**src/rtl/stack_proc_defs.sv**
```systemverilog
// Shared constants for the stack processor: PC width, return-stack depth and
// the width of an occupancy counter that must be able to hold the value DEPTH.
package stack_proc_defs;

  localparam int PC_W      = 16;
  localparam int RAS_DEPTH = 16;

  // One extra bit so a counter can hold the value "depth" itself.
  function automatic int count_w(input int depth);
    return $clog2(depth) + 1;
  endfunction

endpackage

```
**src/rtl/ras_regfile.sv**
```systemverilog
// Return-address storage: one synchronous write port and one asynchronous
// read port. Contents are deliberately not reset.
module ras_regfile
  import stack_proc_defs::*;
#(
  parameter int DEPTH = RAS_DEPTH,
  parameter int AW    = PC_W
) (
  input  logic                     clk,
  input  logic                     we,
  input  logic [$clog2(DEPTH)-1:0] waddr,
  input  logic [AW-1:0]            wdata,
  input  logic [$clog2(DEPTH)-1:0] raddr,
  output logic [AW-1:0]            rdata
);

  logic [AW-1:0] mem [DEPTH];

  always_ff @(posedge clk) begin
    if (we) begin
      mem[waddr] <= wdata;
    end
  end

  assign rdata = mem[raddr];

endmodule

```
**src/rtl/return_addr_stack.sv**
```systemverilog
// Hardware return-address stack: push on call, pop on return, replace-top on
// tail call. Define RAS_WRAP_EN to make the stack circular (push while full
// overwrites the oldest entry instead of being dropped).
module return_addr_stack
  import stack_proc_defs::*;
#(
  parameter int DEPTH = RAS_DEPTH,
  parameter int AW    = PC_W
) (
  input  logic                      CLK,
  input  logic                      Reset_n,
  input  logic                      Push,
  input  logic                      Pop,
  input  logic [AW-1:0]             PCin,
  output logic [AW-1:0]             PCout,
  output logic                      Empty,
  output logic                      Full,
  output logic [count_w(DEPTH)-1:0] Count,
  output logic                      Overflow,
  output logic                      Underflow
);

  localparam int PW = $clog2(DEPTH);
  localparam int CW = count_w(DEPTH);

  // ptr indexes the current top entry; its natural wrap gives modulo-DEPTH math.
  logic [PW-1:0] ptr, ptr_nxt;
  logic [CW-1:0] cnt, cnt_nxt;
  logic          ovf, unf;
  logic          ovf_set, unf_set;
  logic          we;
  logic [PW-1:0] waddr;
  logic [AW-1:0] rdata;

  assign Empty     = (cnt == '0);
  assign Full      = (cnt == CW'(DEPTH));
  assign Count     = cnt;
  assign Overflow  = ovf;
  assign Underflow = unf;
  assign PCout     = Empty ? '0 : rdata;

  always_comb begin
    we      = 1'b0;
    waddr   = ptr;
    ptr_nxt = ptr;
    cnt_nxt = cnt;
    ovf_set = 1'b0;
    unf_set = 1'b0;
    if (Push && Pop) begin
      if (Empty) begin
        we      = 1'b1;
        waddr   = ptr + PW'(1);
        ptr_nxt = ptr + PW'(1);
        cnt_nxt = cnt + CW'(1);
        unf_set = 1'b1;
      end else begin
        // Tail call: the callee's return replaces ours in place.
        we    = 1'b1;
        waddr = ptr;
      end
    end else if (Push) begin
      if (!Full) begin
        we      = 1'b1;
        waddr   = ptr + PW'(1);
        ptr_nxt = ptr + PW'(1);
        cnt_nxt = cnt + CW'(1);
      end else begin
`ifdef RAS_WRAP_EN
        // ptr+1 is the oldest slot when full, so this evicts it.
        we      = 1'b1;
        waddr   = ptr + PW'(1);
        ptr_nxt = ptr + PW'(1);
`else
        ovf_set = 1'b1;
`endif
      end
    end else if (Pop) begin
      if (!Empty) begin
        ptr_nxt = ptr - PW'(1);
        cnt_nxt = cnt - CW'(1);
      end else begin
        unf_set = 1'b1;
      end
    end
  end

  always_ff @(posedge CLK) begin
    if (!Reset_n) begin
      ptr <= '0;
      cnt <= '0;
      ovf <= 1'b0;
      unf <= 1'b0;
    end else begin
      ptr <= ptr_nxt;
      cnt <= cnt_nxt;
      if (ovf_set) ovf <= 1'b1;
      if (unf_set) unf <= 1'b1;
    end
  end

  ras_regfile #(
    .DEPTH(DEPTH),
    .AW   (AW)
  ) u_regfile (
    .clk  (CLK),
    .we   (we),
    .waddr(waddr),
    .wdata(PCin),
    .raddr(ptr),
    .rdata(rdata)
  );

endmodule

```
**config.mk**
```make
export PLATFORM = sky130hd
export DESIGN_NAME = return_addr_stack
export DESIGN_NICKNAME = d
export VERILOG_FILES = /design/src/rtl/stack_proc_defs.sv /design/src/rtl/ras_regfile.sv /design/src/rtl/return_addr_stack.sv
export SDC_FILE = /design/constraint.sdc
export NUM_CORES = 1
export LEC_CHECK = 0
export BUFFER_PORTS_ARGS = -buffer_cell sky130_fd_sc_hd__clkbuf_2
export CAP_MARGIN = 20
export CORE_UTILIZATION = 25
export DETAILED_ROUTE_END_ITERATION = 8
export PLACE_DENSITY = 0.49
export SYNTH_ARGS = -nofsm -noshare
export SYNTH_HDL_FRONTEND = slang
export SYNTH_SLANG_ARGS = --single-unit
```
**constraint.sdc**
```tcl
create_clock -name CLK -period 7.3 [get_ports CLK]
set_input_delay 0.73 -clock CLK [delete_from_list [all_inputs] [get_ports CLK]]
set_output_delay 0.73 -clock CLK [all_outputs]
set_load 0.005 [all_outputs]
```
### Yosys cells after proc, flatten, opt, wreduce, memory -nomap -nowiden

Memories as Yosys holds them, arrays and structs flattened. A register that Yosys moved wholly into a read port is not among the register bits.
Index checks and enable logic that the tools add are counted.

| word-level totals | value |
|---|---|
| register bits after elaboration | 11 |
| memory bits (writable) | 256 |
| output and inout bits | 25 |
| memories | 1 |

Memories:

| name | words | bits a word | rd ports | clocked after memory_dff | wr ports | RTL line | text |
|---|---|---|---|---|---|---|---|
| u_regfile.mem | 16 | 16 | 1 | 1 | 1 | ras_regfile.sv:17 | `logic [AW-1:0] mem [DEPTH];` |

| operators by class | value |
|---|---|
| add/subtract/negate cells | 4 |
| equality and inequality tests | 4 |
| muxes and demuxes | 29 |
| reductions and logical operators | 5 |

Operators with widths:

| operator | count |
|---|---|
| 4-bit 2-to-1 mux | 10 |
| 5-bit 2-to-1 mux | 6 |
| 16-bit 2-to-1 mux | 1 |
| 1-bit 2-to-1 mux | 12 |
| 3-bit by 2-bit != test with 1-bit output, second input constant | 2 |
| 5-bit by 1-bit adder with 5-bit output, second input constant | 1 |
| 5-bit equality test, second input constant | 1 |
| 5-bit logical NOT | 1 |
| 5-bit by 1-bit subtractor with 5-bit output, second input constant | 1 |
| 4-bit by 1-bit adder with 4-bit output, second input constant | 1 |
| 4-bit AND reduction | 1 |
| 4-bit by 1-bit subtractor with 4-bit output, second input constant | 1 |
| 3-bit nonzero test | 1 |
| 2-bit != test, second input constant | 1 |
| 2-bit AND reduction | 1 |
| 1-bit logical AND | 1 |

### Longest topological paths before layout

Gate-level depths: netlist (run 1).

| logic depth | value |
|---|---|
| depth in word-level cells | 7 |
| mapped depth | 8 |
| gate-level depth less buffers | 7 |

### Modules after synthesis

Synthesis (run 1) repeated with hierarchy kept, for this count alone.

| second synthesis, totals | value |
|---|---|
| cell total of the unflattened synthesis | 534 |
| area, all modules | 10610.2 sq um |

By module, submodules not included:

| module | instances | cells each | area each (sq um) | seq. area each (sq um) |
|---|---|---|---|---|
| ras_regfile | 1 | 416 | 9723.1 | 7687.4 |
| return_addr_stack | 1 | 118 | 887.1 | 220.2 |

### Worst setup path before layout (run 1)

Ideal clock, no wire load.

| path | value |
|---|---|
| kind | reg-to-reg |
| start | register cnt[0], in the netlist Count[0] |
| end | memory u_regfile.mem[11][0] (netlist bit), enable pin |
| library setup time | 0.409 ns |
| arrival | 2.888 ns |
| setup slack | 4.003 ns |
| cell stages (with the launch flop) | 8 |
| clock period less this slack | 3.297 ns |
| cell sequence | dfxtp_1 -> inv_1 -> ha_1 -> or3b_2 -> clkbuf_1 -> a21oi_1 -> o2111ai_1 -> nor3_1 |

| between the ends | value |
|---|---|
| longest elaborated chain between the ends | 6 |
| elaborated cells on any way between the ends | 11 |
| classes of those cells | eq/ne: 1; mux: 9; reduce/logical: 1 |

RTL lines:

| item | RTL line | text |
|---|---|---|
| start: declaration | return_addr_stack.sv:28 | `logic [CW-1:0] cnt, cnt_nxt;` |
| start signal: assignment | return_addr_stack.sv:95 | `cnt <= cnt_nxt;` |
| 5-bit equality test | return_addr_stack.sv:36 | `assign Full = (cnt == CW'(DEPTH));` |
| 1-bit 2-to-1 mux | return_addr_stack.sv:62 | `if (!Full) begin` |
| 1-bit 2-to-1 mux | return_addr_stack.sv:61 | `end else if (Push) begin` |
| 1-bit 2-to-1 mux | return_addr_stack.sv:49 | `if (Push && Pop) begin` |
| 1-bit 2-to-1 mux | ras_regfile.sv:20 | `if (we) begin` |
| 1-bit 2-to-1 mux (not written as such) | ras_regfile.sv:21 | `mem[waddr] <= wdata;` |
| end: declaration | ras_regfile.sv:17 |  |

Parallel ways exist; a longest one is shown, timed or not.

==> results of run 1 <==
[stage by stage]
step | instance area (um2) | setup slack [ns]
floorplan | 10750 | 4.003
global placement | 11740 | 3.801
detailed placement | 11740 | 3.789
CTS | 12590 | 3.220
global route | 12590 | 3.063
finish | 12590 | 3.392
[power by group through the flow]
stage | Sequential, mW | Clock (mW) | Combinational [mW]
after global routing | 1.86 | 1.44 | 0.855
after detailed placement | 1.89 | 0 | 0.801
after floorplan | 1.85 | 0 | 0.527
after global placement | 1.88 | 0 | 0.795
after CTS | 1.85 | 1.38 | 0.804
final | 1.85 | 1.34 | 0.786
[synth_stat cells (2+ instances only)]
cell	n	area (um2)
a21oi_1	8	40.04
a2bb2oi_1	2	17.52
a31oi_1	3	18.77
buf_2	10	50.05
clkbuf_1	18	67.56
dfxtp_1	15	300.3
edfxtp_1	256	7687
ha_1	4	50.05
inv_1	11	41.29
mux2i_1	39	390.4
mux4_2	64	1441
nand2_1	11	41.29
nand2b_1	3	18.77
nand3_1	7	35.03
nor2_1	9	33.78
nor3_1	21	105.1
nor4_1	2	12.51
o2111ai_1	2	17.52
o211ai_1	4	30.03
o21ai_0	6	30.03
o22ai_1	18	112.6
xnor2_1	3	26.28
[tightest hold or removal path, stage by stage, from the launching register on]
cell and delay, ns:
dfxtp_1 0.33, a21oi_1 0.04, nor2_1 0.07
[path summary, 6_finish.rpt]
kind	slack, ns	cells past startpoint	to	start
worst min-delay path	0.48	2	Underflow$_SDFFE_PN0P_	Underflow$_SDFFE_PN0P_
worst max register to register	4.12	8	u_regfile.mem[14][13]$_DFFE_PP_	Count[0]$_SDFFE_PN0P_
worst min register to register	0.48	2	Underflow$_SDFFE_PN0P_	Underflow$_SDFFE_PN0P_
worst max-delay path	3.39	5	PCout[13]	flip-flop
[state kept, by name (all words and copies together) (netlist names), named ones only]
| register | flops |
|---|---|
| Underflow | 1 |
| u_regfile.mem | 256 |
| Overflow | 1 |
| ptr | 4 |
| Count | 5 |
[per-layer routing]
layer | track usage (%) | wire (um) | share of wire (%)
met1 | 16.94 | 12160 | 49
met5 | 0 | 13 | 0.052
met2 | 16.94 | 11030 | 44
met4 | 2.510 | 487 | 2.0
met3 | 2.259 | 1133 | 4.6
[cell type report]
class                      count  area, um2
multi-input combinational    223       2659
tap                          539      674.4
inverter                      12      45.04
clock inverter                13      108.9
timing repair buffer          63      362.8
fill                        4051      29540
clock buffer                  35      748.2
sequential                   271       7994
[cells by family (layout without fill, tap and decap cells)]
| kind of cell | after synthesis | count (layout) | share of synthesized area [%] |
|---|---|---|---|
| flops | 271 | 271 | 74.31 |
| mux | 103 | 103 | 17.04 |
| simple gates | 61 | 61 | 2.910 |
| compound gates | 51 | 51 | 3.248 |
| buf+inv | 43 | 123 | 1.699 |
| fa+ha+maj | 4 | 4 | 0.4656 |
| xor+xnor | 4 | 4 | 0.3260 |
==> metrics, run 1 <==
status=completed; Total GRT Usage=11.35%; async set or reset register ratio after synthesis=0%; vias in the first global route=5537; Synth Flop Type=edfxtp_1; Die W=209.4 um; RSZ-0062 raised after global routing=no; Post-synth EDFFs=256; kind of critical path=flip-flop to output pin; CP cell instances=buf_4 -> mux4_2 -> mux2i_1 -> o22ai_1 -> clkbuf_2; TritonCTS clock tree=built; pwr dens=316.3 nW/um2; final hold viol count=0; Final #Nets=623; Slew @ Worst Pin=1.087 ns; maximum number of pins on one net before global-route repair=65; CP max-delay cell=buf_4; setup_tns=0 ns; Core Footprint=42130 um2; Max VDD drop=0.1296 mV; drt pass-1 iters=4; chip height=209.4 um; final setup violation count=0; final core utilization=29.89%; Psw=1.067 mW; die area=43830 um2; Seq/Total Area, Yosys=74.31%; n_diodes=0; DRC=0; Setup Buffers After CTS=0; Post-DP HPWL=14630 um; P&R area growth vs syn=17.15%; Critical Path AT=3.18 ns; crit end category=output pin; IO buf count=44; DRT iter0 DRCs=350; Comb pwr share=19.7%; post-synth cell types=43; CTS buffer count=28; HP Class=flip-flop to flip-flop; post-synthesis net count=561; FMAX=255.9 MHz; CP top delay family=buffers and inverters; WHS=0.4779 ns; FF+latch count, synth=271; layout cells sized above 1=29.98%; CP startpoint kind=flip-flop; Synth Cell Area=10750 um2; Sw Ratio=26.77%; Pleak=3.890 nW; Clk Latency, worst-skew pair=0.54 ns; Placed Cells=1108; hold_buf cts=0; Syn Inst Count=537; worst endpoint required time=6.57 ns; most common cell after layout, fill and taps aside=edfxtp_1; Tmin final=3.908 ns; initial antenna violation count=1; WL/cell=21.47 um; I/O Pins=45; Max Cap Viol=0; most frequent cells in the layout=256 x edfxtp_1, 64 x mux4_2, 44 x clkbuf_2; clock skew=0.01446 ns; non-filler instance count after layout=1156; GRT overflow=0; CTS Buffer Depth=3; via count=5388; synth warn=0; Internal=2.917 mW; largest stage delay on the critical path=0.80 ns; peak fanout along the critical path=44; max_slew headroom=27.49%; post-CTS sizing=0; Buf+Inv Stages, Crit Path=2; Reg power frac=46.5%; Tcrit/Tclk final=53.53%; Site Rows=75; total power=3.983 mW; CTS sink cnt=271; final wirelength=24820 um; Avg Cell Area, Syn=20.02 um2; routability cong.=0.7884; Clock Pin Slew Worst Setup and Hold Paths=0.06 ns; pins over their slew limit=0; Clock Tree Root=clkbuf_16; H-tree depth=1; vias per cell=4.661; starting density of the core=25.51%; Routed Antenna Nets=0; first-pass GRT wire length=36820 um; Clock power frac=33.7%
(Power assumes the default switching activity.)
==> run 2: changes to the inputs <==
--- a/config.mk
+++ b/config.mk
@@ -5,6 +5,7 @@
 export SDC_FILE = /design/constraint.sdc
 export NUM_CORES = 1
 export LEC_CHECK = 0
+export ABC_AREA = 1
 export BUFFER_PORTS_ARGS = -buffer_cell sky130_fd_sc_hd__clkbuf_2
 export CAP_MARGIN = 20
 export CORE_UTILIZATION = 25
==> constraint.sdc (replaced) <==
create_clock -name CLK -period 4 [get_ports CLK]
set_input_delay 0.4 -clock CLK [delete_from_list [all_inputs] [get_ports CLK]]
set_output_delay 0.4 -clock CLK [all_outputs]
set_load 0.005 [all_outputs]
==> run 2 against run 1 <==
  * Clock-buffer cell count shrank 2
  * Utilization shrank 0.28 points
  * Global-route usage grew 1.6 points
  * Flip-flop and latch count is the same
  * Die area grew 4.9%
  * Critical path depth grew 3
  * Power grew 95%
  * Combinational power grew 140%
  * Setup slack lost 2.7 ns
  * Critical path type unchanged
  * Critical endpoint is now PCout[5]
  * Highest routed layer unchanged
==> metrics, run 2 <==
RSZ-0062 raised after global routing=no (unchanged); Placed Cells=1593 (was 1108); hold wc startpoint=Reset_n (was Underflow$_SDFFE_PN0P_); hold_buf cts=0 (unchanged); CTS buffer count=28 (unchanged); WL/cell=18.26 um (was 21.47 um); Setup Buffers After CTS=0 (unchanged); Hold Path Cell Cnt=3 (was 2); vias in the first global route=7225 (was 5537); vias per cell=4.577 (was 4.661); Site Rows=77 (was 75); I/O Pins=45 (unchanged); Synth Flop Type=edfxtp_1 (unchanged); area of the multi-input gates=2982 um2 (was 2659 um2); synth top area cells=edfxtp_1 68%, nand2_1 8.9%, a21oi_1 4.0% (was edfxtp_1 72%, mux4_2 13%, mux2i_1 3.6%); Post-synth EDFFs=256 (unchanged); GRT overflow=0 (unchanged); status=completed (unchanged); setup_tns=0 ns (unchanged); Syn Inst Count=984 (was 537); drt pass-1 iters=5 (was 4); pins over their slew limit=0 (unchanged); worst endpoint required time=3.60 ns (was 6.57 ns); CTS sink cnt=271 (unchanged); most frequent cells in the layout=267 x nand2_1, 256 x edfxtp_1, 91 x a21oi_1 (was 256 x edfxtp_1, 64 x mux4_2, 44 x clkbuf_2); Yosys top cell area share=68.15% (was 71.52%); n_diodes=0 (unchanged); Pleak=4.673 nW (was 3.890 nW); post-synthesis net count=1008 (was 561); post-CTS sizing=0 (unchanged); final hold viol count=0 (unchanged); P&R area growth vs syn=16.31% (was 17.15%); layout cells sized above 1=14.26% (was 29.98%); Clock Pin Slew Worst Setup and Hold Paths=0.06 ns (about the same); chip height=214.4 um (was 209.4 um); most common cell in the netlist=nand2_1 (was edfxtp_1); async set or reset register ratio after synthesis=0% (unchanged); DRT iter0 DRCs=641 (was 350); Total GRT Usage=13.00% (was 11.35%); DRC=0 (unchanged); hold endpoint=Count[2]$_SDFFE_PN0P_ (was Underflow$_SDFFE_PN0P_); FF+latch count, synth=271 (unchanged); Reg2Reg Setup Slack=1.16 ns (was 4.12 ns); max reg flops=256 (unchanged); first-pass GRT wire length=45750 um (was 36820 um); Final #Nets=1055 (was 623); Tcrit/Tclk final=81.99%; Seq/Total Area, Yosys=70.82% (was 74.31%); pwr dens=591.6 nW/um2 (was 316.3 nW/um2); Core Footprint=44320 um2 (was 42130 um2); kind of critical path=flip-flop to output pin (unchanged); max_slew headroom=29.80% (was 27.49%); Max Cap Viol=0 (unchanged); R2R Path End=u_regfile.mem[4][13]$_DFFE_PP_ (was u_regfile.mem[14][13]$_DFFE_PP_); Tmin final=3.279 ns; RR Startpoint=Count[0]$_SDFFE_PN0P_ (unchanged); R2R depth=10 (was 8); via count=7525 (was 5388); final wirelength=30010 um (was 24820 um); Slew @ Worst Pin=1.051 ns (was 1.087 ns); Biggest register=u_regfile.mem (unchanged); CP startpoint kind=flip-flop (unchanged); Storage cell area=7995 um2 (was 7994 um2); H-tree depth=1 (unchanged); synth warn=0 (unchanged); TritonCTS clock tree=built (unchanged); most common cell after layout, fill and taps aside=nand2_1 (was edfxtp_1); Post-DP HPWL=18350 um (was 14630 um); FMAX=304.9 MHz; most frequent cells after synthesis=267 x nand2_1, 256 x edfxtp_1, 91 x a21oi_1 (was 256 x edfxtp_1, 64 x mux4_2, 39 x mux2i_1); maximum number of pins on one net before global-route repair=129 (was 65); Synth area leader=edfxtp_1 (unchanged); initial antenna violation count=1 (unchanged); Die W=214.4 um (was 209.4 um); crit end category=output pin (unchanged); Clk Latency, worst-skew pair=0.55 ns (was 0.54 ns); routability cong.=0.7965 (was 0.7884); die area=45970 um2 (was 43830 um2); Routed Antenna Nets=0 (unchanged); Max VDD drop=0.2634 mV (was 0.1296 mV); peak fanout along the critical path=28 (was 44); Synth Cell Area=11280 um2 (was 10750 um2); Critical Path AT=2.88 ns (was 3.18 ns); CTS Buffer Depth=3 (unchanged); HP Class=input port to flip-flop (was flip-flop to flip-flop); layout filler cell count=4519 (was 4051); starting density of the core=25.45% (was 25.51%); Avg Cell Area, Syn=11.46 um2 (was 20.02 um2); post-synth cell types=30 (was 43); non-filler instance count after layout=1644 (was 1156); Clock Tree Root=clkbuf_16 (unchanged); IO buf count=44 (unchanged); clock skew=0.01805 ns (was 0.01446 ns); final setup violation count=0 (unchanged)
[run 2: cell type report]
type / count / area share [%]
clock inverter: 18 / 0.8107
tap: 592 / 5.646
multi-input combinational: 630 / 22.73
inverter: 27 / 0.7916
timing repair buffer: 73 / 3.433
clock buffer: 33 / 5.646
sequential: 271 / 60.94
[run 2: worst max-delay path by stage]
stage                                from                        endpoint  slack, ns  depth (start not counted)
floorplan           Count[0]$_SDFFE_PN0P_   u_regfile.mem[9][0]$_DFFE_PP_       1.41                         10
global placement                     Push  u_regfile.mem[4][10]$_DFFE_PP_       1.04                          9
detailed placement                   Push  u_regfile.mem[4][10]$_DFFE_PP_       0.98                          9
CTS                             flip-flop                        PCout[0]       0.63                          8
global route                    flip-flop                        PCout[1]       0.51                          8
finish                          flip-flop                        PCout[5]       0.72                          8
[run 2: cell families after synthesis]
group	synth area share, %
AND/OR/NAND/NOR	17.07
flip-flops	70.82
AO/OA/AOI/OAI	8.408
buffers and inverters	3.106
adder cells (fa/ha/maj)	0.4437
XOR/XNOR	0.1553
[run 2: metrics by stage]
step	utilization (%)	hold WS (ns)	setup slack, ns	power [mW]	area, um2
6_report	29.60	0.2046	0.7206	7.761	13120
5_1_grt	29.60	0.2221	0.5055	8.150	13120
4_1_cts	29.60	0.1817	0.6341	7.851	13120
3_5_place_dp	27.69	0.4531	0.9833	5.378	12270
3_3_place_gp	27.69	0.4540	1.040	5.379	12270
2_1_floorplan	-	0.4604	1.413	4.607	11280
[run 2: critical path, cell delays in order (launching register included)]
cell and delay (ns):
dfxtp_4 0.52, inv_1 0.43, buf_4 0.37, nand3_1 0.11, nand2_1 0.05, a21oi_1 0.12
o31ai_1 0.09, a21oi_1 0.42, clkbuf_2 0.20
[run 2: report_power, final]
group,switching (mW),total (mW),leakage (nW),internal [mW]
Sequential,0.102,3.44,2.44,3.34
Clock,1.09,2.47,0.420,1.38
Combinational,1.30,1.85,1.81,0.550
[run 2: metal layers]
metal	up-vias	global-route usage [%]	part of all wire, %
met2	222	20.83	47
met1	3705	18.51	46
met3	36	2.128	5.2
met4	2	2.548	1.7
met5	-	0	0.043
li1	3560	-	-
==> run 3: changes to the inputs <==
--- a/config.mk
+++ b/config.mk
@@ -5,7 +5,7 @@
 export SDC_FILE = /design/constraint.sdc
 export NUM_CORES = 1
 export LEC_CHECK = 0
-export ABC_AREA = 1
+export ABC_AREA = 0
 export BUFFER_PORTS_ARGS = -buffer_cell sky130_fd_sc_hd__clkbuf_2
 export CAP_MARGIN = 20
 export CORE_UTILIZATION = 25
==> constraint.sdc (replaced) <==
create_clock -name CLK -period 3.1 [get_ports CLK]
set_input_delay 0.31 -clock CLK [delete_from_list [all_inputs] [get_ports CLK]]
set_output_delay 0.31 -clock CLK [all_outputs]
set_load 0.005 [all_outputs]
==> run 3 against run 2 <==
  * Sequential share of layout area rose by 1.1 points
  * Final area decreased by 1.8%
  * Register-to-register slack got worse by 0.80 ns
  * Clock-buffer cell count is 2 higher
  * Power is 25% higher
  * Sequential power rose by 28%
  * Cell count decreased by 29%
  * Flip-flop and latch count did not move
  * Global-route usage shrank 2.0 points
==> metrics, run 3 (synthesized netlist as in run 1, its figures left out) <==
CTS sink cnt=271 (unchanged); Max Cap Viol=0 (unchanged); R2R Path End=u_regfile.mem[11][3]$_DFFE_PP_ (was u_regfile.mem[4][13]$_DFFE_PP_); n_diodes=0 (unchanged); maximum number of pins on one net before global-route repair=33 (was 129); area of the multi-input gates=2711 um2 (was 2982 um2); Slew @ Worst Pin=0.7797 ns (was 1.051 ns); Reg2Reg Setup Slack=0.36 ns (was 1.16 ns); final hold viol count=0 (unchanged); Clock Pin Slew Worst Setup and Hold Paths=0.06 ns (about the same); RSZ-0062 raised after global routing=no (unchanged); final setup violation count=0 (unchanged); pwr dens=751.6 nW/um2 (was 591.6 nW/um2); hold endpoint=Count[4]$_SDFFE_PN0P_ (was Count[2]$_SDFFE_PN0P_); Core Footprint=42130 um2 (was 44320 um2); max reg flops=256 (unchanged); vias per cell=4.580 (was 4.577); peak fanout along the critical path=18 (was 28); worst endpoint required time=2.79 ns (was 3.60 ns); R2R depth=8 (was 10); via count=5372 (was 7525); Tcrit/Tclk final=95.44%; starting density of the core=25.51% (was 25.45%); max_slew headroom=47.64% (was 29.80%); status=completed (unchanged); Hold Path Cell Cnt=3 (unchanged); CP startpoint kind=flip-flop (unchanged); Total GRT Usage=11.02% (was 13.00%); routability cong.=0.8331 (was 0.7965); CP max-delay cell=dfxtp_4 (unchanged); RR Startpoint=Count[0]$_SDFFE_PN0P_ (unchanged); P&R area growth vs syn=19.88% (was 16.31%); Pleak=4.047 nW (was 4.673 nW); Stages on worst setup path=5 (was 8); CTS Buffer Depth=3 (unchanged); Routed Antenna Nets=0 (unchanged); CTS buffer count=30 (was 28); Clock Tree Root=clkbuf_16 (unchanged); Post-DP HPWL=15590 um (was 18350 um); WL/cell=20.76 um (was 18.26 um); layout filler cell count=4022 (was 4519); FMAX=338.0 MHz; DRC=0 (unchanged); I/O Pins=45 (unchanged); Die W=209.4 um (was 214.4 um); H-tree depth=1 (unchanged); clock skew=0.01863 ns (was 0.01805 ns); Critical Path AT=2.65 ns (was 2.88 ns); Buf+Inv Stages, Crit Path=2 (was 3); TritonCTS clock tree=built (unchanged); kind of critical path=flip-flop to output pin (unchanged); hold wc startpoint=Reset_n (unchanged); final instance area=12890 um2 (was 13120 um2); CP top delay family=multiplexers (was buffers and inverters); most common cell after layout, fill and taps aside=edfxtp_1 (was nand2_1); initial antenna violation count=1 (unchanged); crit end category=output pin (unchanged); Biggest register=u_regfile.mem (unchanged); drt pass-1 iters=5 (unchanged); die area=43830 um2 (was 45970 um2); pins over their slew limit=0 (unchanged); DRT iter0 DRCs=386 (was 641); CP cell instances=buf_4 -> mux4_2 -> mux2i_1 -> o22ai_1 -> clkbuf_2 (was inv_1 -> buf_4 -> nand3_1 -> nand2_1 -> a21oi_1 -> o31ai_1 -> a21oi_1 -> clkbuf_2); chip height=209.4 um (was 214.4 um); layout cells sized above 1=32.49% (was 14.26%); Storage cell area=7994 um2 (was 7995 um2); first-pass GRT wire length=36000 um (was 45750 um); Clk Latency, worst-skew pair=0.57 ns (was 0.55 ns); vias in the first global route=5567 (was 7225); GRT overflow=0 (unchanged); Tmin final=2.959 ns; most frequent cells in the layout=256 x edfxtp_1, 64 x mux4_2, 44 x clkbuf_2 (was 267 x nand2_1, 256 x edfxtp_1, 91 x a21oi_1); HP Class=input port to flip-flop (unchanged); Site Rows=75 (was 77); final wirelength=24360 um (was 30010 um); Post-DP Area=11870 um2 (was 12270 um2); largest stage delay on the critical path=0.60 ns (was 0.52 ns); Final #Nets=637 (was 1055); final core utilization=30.58% (was 29.60%); IO buf count=44 (unchanged); Max VDD drop=0.4902 mV (was 0.2634 mV)
run 3: metal layers:
layer  up-vias  share of wire, %  global-route usage, %
li1       2382                 -                      -
met1      2808                44                  14.74
met2       140                47                  17.82
met3        40               6.0                  2.678
met4         2               2.5                  3.093
met5         -             0.033                      0
run 3: worst reg2reg max path: stages (launching register included):
cell     delay (ns)
dfxtp_1        0.35
inv_1          0.10
ha_1           0.22
or4b_4         0.54
a21oi_4        0.22
xnor2_1        0.24
buf_4          0.26
nor3_2         0.17
buf_4          0.30
run 3: worst max path at each step:
| stage | end | start | slack (ns) |
|---|---|---|---|
| finish | PCout[15] | flip-flop | 0.14 |
| global route | PCout[4] | flip-flop | 0.006 |
| CTS | PCout[4] | flip-flop | 0.04 |
| detailed placement | u_regfile.mem[0][7]$_DFFE_PP_ | Count[0]$_SDFFE_PN0P_ | 0.11 |
| global placement | u_regfile.mem[4][7]$_DFFE_PP_ | Count[0]$_SDFFE_PN0P_ | 0.19 |
| floorplan | u_regfile.mem[11][0]$_DFFE_PP_ | Count[0]$_SDFFE_PN0P_ | -0.20 |
run 3: cell type report:
type | count | area share, %
clock buffers | 35 | 5.971
clock inverters | 18 | 1.272
inverters | 12 | 0.3495
multi-input cells | 223 | 21.04
flip-flops and latches | 271 | 62.04
well taps | 539 | 5.234
repair buffers | 75 | 4.097
run 3: metrics by stage:
stage,setup slack [ns],TNS (ns),hold WS (ns),cells,power [mW]
2_1_floorplan,-0.1971,-32.79,0.4089,537,5.615
3_3_place_gp,0.1898,0,0.4640,1117,6.394
3_5_place_dp,0.1066,0,0.4650,1117,6.432
4_1_cts,0.04161,0,0.1191,1170,9.795
5_1_grt,0.006295,0,0.1703,1173,10.07
6_report,0.1413,0,0.1477,1173,9.685
run 3: timing repair:
item                                    4_1_cts  5_1_grt
cloned                                        0        0
endpoints found under the setup margin       16      178
buffers inserted                              0        3
hold buffers                                  0        0
resized for setup                             2        3
pin swaps                                     0        2
run 3: power breakdown:
group	switching [mW]	internal, mW
combinational	1.10	0.853
sequential	0.144	4.24
clock	1.41	1.94
total	2.65	7.03
